===== src/rtl/seq_div16.sv =====
// seq_div16: multi-cycle restoring divider, one subtract-and-compare step per clock.
// Produces quotient and remainder of dividend / divisor with a start/busy/done
// handshake. Define SEQ_DIV16_SIGNED_EN to add a signed_op input that selects
// two's-complement (truncating) division on the same unsigned engine.
module seq_div16 #(
  parameter int unsigned WIDTH = 16
) (
  input  logic             clk,
  input  logic             rst,
  input  logic             start,
`ifdef SEQ_DIV16_SIGNED_EN
  input  logic             signed_op,
`endif
  input  logic [WIDTH-1:0] dividend,
  input  logic [WIDTH-1:0] divisor,
  output logic             busy,
  output logic             done,
  output logic [WIDTH-1:0] quotient,
  output logic [WIDTH-1:0] remainder,
  output logic             div_by_zero
);

  localparam int unsigned CW = $clog2(WIDTH);

  localparam logic [1:0] S_IDLE   = 2'd0;
  localparam logic [1:0] S_CALC   = 2'd1;
  localparam logic [1:0] S_FINISH = 2'd2;

  logic [1:0]       state;
  logic [CW-1:0]    cnt;
  logic [WIDTH-1:0] rem_q;     // partial remainder
  logic [WIDTH-1:0] shf_q;     // dividend bits out at the top, quotient bits in at the bottom
  logic [WIDTH-1:0] dsr_q;     // captured divisor magnitude
  logic [WIDTH-1:0] dvd_q;     // captured dividend as presented (divide-by-zero remainder)
  logic             dbz_q;     // captured divisor was zero
  logic             neg_quo_q; // negate quotient at FINISH
  logic             neg_rem_q; // negate remainder at FINISH

  logic             done_q;
  logic [WIDTH-1:0] quo_q;
  logic [WIDTH-1:0] rmd_q;
  logic             dbz_out_q;

  logic [WIDTH:0]   shifted;
  logic [WIDTH:0]   trial;
  logic             borrow;

  logic [WIDTH-1:0] dvd_mag;
  logic [WIDTH-1:0] dsr_mag;
  logic             neg_quo;
  logic             neg_rem;
  logic             dsr_zero;

  logic [WIDTH-1:0] res_quo;
  logic [WIDTH-1:0] res_rem;

  // Operand conditioning at capture: magnitudes and result sign flags.
  always_comb begin
    dvd_mag  = dividend;
    dsr_mag  = divisor;
    neg_quo  = 1'b0;
    neg_rem  = 1'b0;
    dsr_zero = (divisor == '0);
`ifdef SEQ_DIV16_SIGNED_EN
    if (signed_op) begin
      if (dividend[WIDTH-1]) begin
        dvd_mag = '0 - dividend;
      end
      if (divisor[WIDTH-1]) begin
        dsr_mag = '0 - divisor;
      end
      neg_quo = dividend[WIDTH-1] ^ divisor[WIDTH-1];
      neg_rem = dividend[WIDTH-1];
    end
`endif
  end

  // One restoring step: shift in the next dividend bit, trial-subtract the divisor.
  // The top bit of rem_q can be dropped: before the last step the remainder is
  // bounded by the consumed dividend prefix, which is below 2^(WIDTH-1).
  always_comb begin
    shifted = {1'b0, rem_q[WIDTH-2:0], shf_q[WIDTH-1]};
    trial   = shifted - {1'b0, dsr_q};
    borrow  = trial[WIDTH];
  end

  // Result formation for the FINISH load, including sign fix-up and divide-by-zero.
  always_comb begin
    res_quo = shf_q;
    res_rem = rem_q;
    if (dbz_q) begin
      res_quo = '1;
      res_rem = dvd_q;
    end else begin
      if (neg_quo_q) begin
        res_quo = '0 - shf_q;
      end
      if (neg_rem_q) begin
        res_rem = '0 - rem_q;
      end
    end
  end

  // Control state machine and iteration counter.
  // cnt is loaded with WIDTH-1 and the last step is the one taken with cnt==0,
  // giving exactly WIDTH CALC cycles.
  always_ff @(posedge clk) begin
    if (rst) begin
      state <= S_IDLE;
      cnt   <= '0;
    end else begin
      case (state)
        S_IDLE: begin
          if (start) begin
            cnt   <= CW'(WIDTH - 1);
            state <= dsr_zero ? S_FINISH : S_CALC;
          end
        end
        S_CALC: begin
          cnt <= cnt - 1'b1;
          if (cnt == '0) begin
            state <= S_FINISH;
          end
        end
        S_FINISH: begin
          state <= S_IDLE;
        end
        default: begin
          state <= S_IDLE;
        end
      endcase
    end
  end

  // Datapath registers: operand capture in IDLE, shift/subtract in CALC.
  always_ff @(posedge clk) begin
    if (rst) begin
      rem_q     <= '0;
      shf_q     <= '0;
      dsr_q     <= '0;
      dvd_q     <= '0;
      dbz_q     <= 1'b0;
      neg_quo_q <= 1'b0;
      neg_rem_q <= 1'b0;
    end else begin
      if (state == S_IDLE) begin
        if (start) begin
          rem_q     <= '0;
          shf_q     <= dvd_mag;
          dsr_q     <= dsr_mag;
          dvd_q     <= dividend;
          dbz_q     <= dsr_zero;
          neg_quo_q <= neg_quo;
          neg_rem_q <= neg_rem;
        end
      end else if (state == S_CALC) begin
        shf_q <= {shf_q[WIDTH-2:0], ~borrow};
        rem_q <= borrow ? shifted[WIDTH-1:0] : trial[WIDTH-1:0];
      end
    end
  end

  // Result registers and done pulse, loaded only in FINISH.
  always_ff @(posedge clk) begin
    if (rst) begin
      done_q    <= 1'b0;
      quo_q     <= '0;
      rmd_q     <= '0;
      dbz_out_q <= 1'b0;
    end else begin
      done_q <= 1'b0;
      if (state == S_FINISH) begin
        done_q    <= 1'b1;
        quo_q     <= res_quo;
        rmd_q     <= res_rem;
        dbz_out_q <= dbz_q;
      end
    end
  end

  assign busy        = (state == S_CALC);
  assign done        = done_q;
  assign quotient    = quo_q;
  assign remainder   = rmd_q;
  assign div_by_zero = dbz_out_q;

endmodule


===== config.mk =====
export PLATFORM = sky130hd
export DESIGN_NAME = seq_div16
export DESIGN_NICKNAME = d
export VERILOG_FILES = /design/src/rtl/seq_div16.sv
export SDC_FILE = /design/constraint.sdc
export NUM_CORES = 1
export LEC_CHECK = 0
export BUFFER_PORTS_ARGS = -buffer_cell sky130_fd_sc_hd__buf_2
export CAP_MARGIN = 40
export CORE_ASPECT_RATIO = 0.8
export CORE_MARGIN = 2
export CORE_UTILIZATION = 48
export DETAILED_ROUTE_END_ITERATION = 10
export PLACE_DENSITY = 0.79
export SLEW_MARGIN = 15
export SYNTH_ARGS = -nofsm -noshare
export SYNTH_HDL_FRONTEND = slang
export SYNTH_SLANG_ARGS = --single-unit

===== constraint.sdc =====
create_clock -name clk -period 4.8 [get_ports clk]
set_clock_uncertainty 0.1 [all_clocks]
set_input_delay 0.96 -clock clk [delete_from_list [all_inputs] [get_ports clk]]
set_output_delay 0.96 -clock clk [all_outputs]
set_load 0.03 [all_outputs]

==> results of run 1 <==
==> power by group <==
group	total (mW)	internal, mW	switching (mW)
logic	0.792	0.327	0.465
registers	1.01	0.950	0.0652
clock network	0.798	0.473	0.325
total	2.60	1.75	0.856
==> tightest hold or removal path, delay by kind of cell (launching register included) <==
kind             cells  cell delay [ns]
AND/OR/NAND/NOR      1             0.05
AO/OA/AOI/OAI        1             0.05
flip-flops           1             0.31
==> registers in the layout, indices dropped and copies added (netlist names), 2 cells and up <==
| name | count |
|---|---|
| state | 2 |
| dsr_q | 16 |
| cnt | 4 |
| quotient | 16 |
| dvd_q | 16 |
| rem_q | 16 |
| remainder | 16 |
| shf_q | 16 |
==> area by class of cell <==
class                      count  area, µm²
clock buffer                  10        239
tap                          140        175
fill                         905       4380
inverter                      23       86.3
timing repair buffer          78        460
clock inverter                 6       90.1
sequential                   105       2100
multi-input combinational    445       2620
==> path summary, 6_finish.rpt <==
check                                from   endpoint  slack [ns]  cells past startpoint
worst max-delay path            shf_q[15]   rem_q[7]        1.89                     11
worst min-delay path            dsr_q[11]  dsr_q[11]        0.36                      2
worst max register to register  shf_q[15]   rem_q[7]        1.89                     11
worst min register to register  dsr_q[11]  dsr_q[11]        0.36                      2
==> placed cells by master, fill, tap and decap left out, types with 5 or more instances in the layout <==
cell type  Yosys  layout
o21ai_0       21      21
o21a_1         7       7
a21oi_1       49      49
a211oi_1      18      18
buf_2          4      69
nand2_1      108     108
ha_1          17      17
clkbuf_16      0       9
inv_1         22      22
buf_4          1       5
nand4_1        5       5
nor4_1         6       6
xnor2_1        8       8
nor2_1        68      67
a311oi_1      16      16
nor3_1        35      35
o21ai_1       12      12
mux2i_1       26      26
dfxtp_1      105     105
nand2b_1       7       7
==> synth_stat cells (all sizes together) <==
master	instances
buf	7
mux2i	26
dfxtp	105
or3	1
nand3	1
nor3	35
clkbuf	33
a2111oi	1
xor2	1
o21bai	3
o2111ai	2
and3	1
o211ai	2
a221oi	1
ha	17
fa	1
o21a	7
and2	1
a21o	4
o31ai	1
o21ai	34
and4	1
a211oi	18
and2b	1
o2bb2a	1
nand4	5
nor2	68
inv	23
nand2b	7
nor4	6
a311oi	16
nand2	109
nor2b	2
or2	2
xnor2	8
a32o	3
a21oi	53
nand3b	1
o41ai	2
a21boi	2
a31oi	1
==> kinds of logic (layout without fill, tap and decap cells) <==
kind of cell             after synthesis  count (layout)  synth area share (%)
AND/OR/NAND/NOR                      241             241                  20.7
AO/OA/AOI/OAI                        151             151                  20.4
flip-flops                           105             105                  42.3
buffers and inverters                 63             117                  5.09
multiplexers                          26              26                  5.24
adder cells (fa/ha/maj)               18              18                  4.68
XOR/XNOR                               9               9                  1.59
==> per-layer routing <==
layer  track usage [%]  wire length (µm)
met4              7.53               245
met2              35.6              5690
met3              5.25               718
met5                 0                 0
met1              30.5              5800
==> results.cfg, run 1 <==
[worst_setup_path]
crit_path_end_kind = register
required_ns = 4.94
arrival_ns = 3.05
crit_family = compound AO/OA/AOI/OAI gates
start_kind = register
cp_slowest_cell = fa_1
crit_path_max_fanout = 15
worstPathCellList = inv_1, ha_1, fa_1, and2b_4, o2111ai_2, nand2_2, a21oi_2, o21ai_2, buf_8, o21ai_0, a32o_1
worst-setup-path-type = reg2reg
crit_buf_inv = 2
crit_path_max_incr_delay_ns = 0.42

[detailed_routing]
ant_nets = 0
vias = 4455
routedWlPerCell_um = 15.4
routed_wl_um = 12500
route.detailed.drc = 0
first_pass_iters = 5
vias_per_cell = 5.52
drtIter0Drc = 312

[layout]
drive_gt1_share_pct = 16.5
stdcell_count = 807
final_nets = 715
antennaDiodeCount = 0
utilization_pct = 56.9
syn2layout_area_growth_pct = 16.3
final_area_um2 = 5780

[clock_tree]
cts_tree = yes
h-tree-depth = 3
cts_hold_buf = 0
clockRootBuffer = clkbuf_16
cts_buffer_depth = 2
post-cts-setup-buffers = 0
clock_latency_ns = 0.35
cts_resized = 0
cts_buffers = 9
path_clk_slew_ns = 0.07
cts.sinks = 105

[sta]
slew_viol_final = 0
period_share_pct = 60.5
setup_violations = 0
slew_headroom_pct = 48.1
fmax_ghz = 0.344
hold_ws_ns = 0.360
worst_slack_ns = 1.89
fin_tns_setup_ns = 0
tightest_slew_ns = 0.779
period_needed_ns = 2.91
rsz0062_at_grt = false
finalHoldViolCount = 0

[global_route]
grt-ovfl-total = 0
grt_usage_pct = 22.5
grt_pass1_vias = 4057
grt_start_max_net_pins = 59
grt_pass1_wl_um = 20200
antenna_found_initial = 0

[die]
dieWidth_um = 118
start_util_pct = 48.9
die_area_um2 = 11200
die_h_um = 95
io_pins = 70
fp-row-count = 33
core_um2 = 10200

[power]
ir_drop_mv = 0.275
p_per_area_nw_per_um2 = 451
power_mw = 2.60
p_leak_nw = 2.29

[place]
portBuffers = 69
gp_congestion = 0.896
place_ws_ns = 1.96
hpwl_um = 9270
placed_area_um2 = 5450
placedCellCount = 791

[logic_synthesis]
syn_inst = 613
ys_types = 53
ys_warn_count = 0
syn-num-nets = 666
ys_ff_latch = 105
yosys.area.top_type = dfxtp_1
netlist_area_um2 = 4970
synth_top_area_share_pct = 42.3
synth.area.top_cells = dfxtp_1, nand2_1, mux2i_1, nor2_1, a21oi_1
syn_area_per_cell_um2 = 8.11
yosysSeqAreaShare_pct = 42.3

[outcome]
outcome = completed

[job]
max_cap_viol_count = 0

[hold_path]
hp-class = reg2reg
Note: power is estimated with default switching activity, not from simulation.
==> inputs of run 2 (changes only) <==
==> constraint.sdc (replaced) <==
create_clock -name clk -period 2.9 [get_ports clk]
set_clock_uncertainty 0.1 [all_clocks]
set_input_delay 0.58 -clock clk [delete_from_list [all_inputs] [get_ports clk]]
set_output_delay 0.58 -clock clk [all_outputs]
set_load 0.03 [all_outputs]
==> results.cfg, run 2 (synthesized netlist as in run 1, its figures left out) <==
[power]
p_leak_nw = 2.29
comb_power_share_pct = 31.6
p_per_area_nw_per_um2 = 734
switchingPower_mw = 1.50
ir_drop_mv = 0.480
swShare_pct = 35.4
p_int_mw = 2.73
clkPwrFrac_pct = 28.6
p_seq_share_pct = 39.8
power_mw = 4.23

[global_route]
antenna_found_initial = 0
grt_pass1_vias = 4140
grtUsageMet3_pct = 5.74
grt_pass1_wl_um = 20300
grt-ovfl-total = 0
grt_use_met2_pct = 36.7
use_met1_pct = 31.0
grt_start_max_net_pins = 54
grt_usage_pct = 22.9
grt-busiest-layer = met2

[place]
hpwl_um = 9550
place_ws_ns = 0.106
portBuffers = 69
gp_congestion = 0.930
placedCellCount = 796

[sta]
setup_violations = 0
tightest_slew_ns = 0.752
finalHoldViolCount = 0
worst_slack_ns = 0.142
fmax_ghz = 0.363
rsz0062_at_grt = false
fin_tns_setup_ns = 0
period_needed_ns = 2.76
period_share_pct = 95.1
slew_headroom_pct = 49.8
slew_viol_final = 0

[die]
die_area_um2 = 11200
core_um2 = 10200
start_util_pct = 48.9
fp-row-count = 33
io_pins = 70
dieWidth_um = 118
die_h_um = 95

[worst_setup_path]
start_kind = register
crit_path_max_fanout = 7
arrival_ns = 2.88
required_ns = 3.02
crit_path_max_incr_delay_ns = 0.40
crit_buf_inv = 2
crit_family = adder cells
worst-setup-path-type = reg2reg
worstPathCellList = inv_1, ha_1, fa_1, and2b_4, o2111ai_2, nand2_2, a21oi_2, o21ai_4, buf_4, mux2i_1, o21ai_1
crit_path_end_kind = register
cp_slowest_cell = fa_1

[clock_tree]
cts.sinks = 105
cts_buffer_depth = 2
post-cts-setup-buffers = 0
clockRootBuffer = clkbuf_16
cts_hold_buf = 0
cts_buffers = 9
h-tree-depth = 3
path_clk_slew_ns = 0.07
cts_tree = yes
clock_latency_ns = 0.36

[detailed_routing]
routed_wl_um = 12800
vias = 4566
drtIter0Drc = 239
vias_per_cell = 5.62
route.detailed.drc = 0
first_pass_iters = 5
routedWlPerCell_um = 15.7
ant_nets = 0

[job]
max_cap_viol_count = 0

[layout]
syn2layout_area_growth_pct = 16.0
final_nets = 720
utilization_pct = 56.7
final_cell_mix = nand2_1, dfxtp_1, buf_2
stdcell_count = 812
antennaDiodeCount = 0
mostFrequentLayoutCell = nand2_1
drive_gt1_share_pct = 17.1

[outcome]
outcome = completed

[hold_path]
hp-class = reg2reg
==> run 2: worst reg2reg max path, delay by kind of cell (launching register included) <==
kind                       cells  cell delay (ns)
adders and majority gates      2             0.63
AOI/OAI and AO/OA              4             0.58
and+or+nand+nor                2             0.41
DFF                            1             0.36
buffers and inverters          2             0.31
muxes                          1             0.23
==> run 2: final cells by class <==
class | instances | area, µm²
sequential | 105 | 2100
fill | 968 | 4400
multi-input combinational | 445 | 2630
tap | 140 | 175
inverter | 23 | 86.3
timing repair buffer | 83 | 470
clock buffer | 9 | 225
clock inverter | 7 | 71.3
==> run 2: power groups by stage <==
stage          combinational [mW]  clock, mW  sequential [mW]
5_1_grt                      1.46       1.28             1.70
2_1_floorplan               0.961          0             1.73
3_5_place_dp                 1.30          0             1.71
3_3_place_gp                 1.25          0             1.70
4_1_cts                      1.31       1.23             1.68
6_report                     1.34       1.21             1.68
==> run 2: per-stage QoR <==
stage,hold slack (ns),instance area (µm²)
after floorplan,0.336,4970
after global placement,0.344,5440
after detailed placement,0.349,5460
after CTS,0.359,5750
after global routing,0.375,5760
final,0.358,5760
==> run 2: final timing paths <==
path / from / to / slack, ns / cells after the start
worst min register to register: dsr_q[6] / dsr_q[6] / 0.36 / 2
worst min-delay path: dsr_q[6] / dsr_q[6] / 0.36 / 2
worst max-delay path: shf_q[15] / rem_q[6] / 0.14 / 11
worst max register to register: shf_q[15] / rem_q[6] / 0.14 / 11
==> run 2: per-layer routing <==
layer  part of all wire, %  vias to the layer above
li1                      -                     2252
met1                    47                     2136
met2                    45                      155
met3                   6.3                       23
met4                   1.5                        0
met5                     0                        -
==> run 2: timing repair <==
item	4_1_cts	5_1_grt
resized for setup	0	1
setup endpoints to repair	0	7
endpoints found under the hold margin	0	0
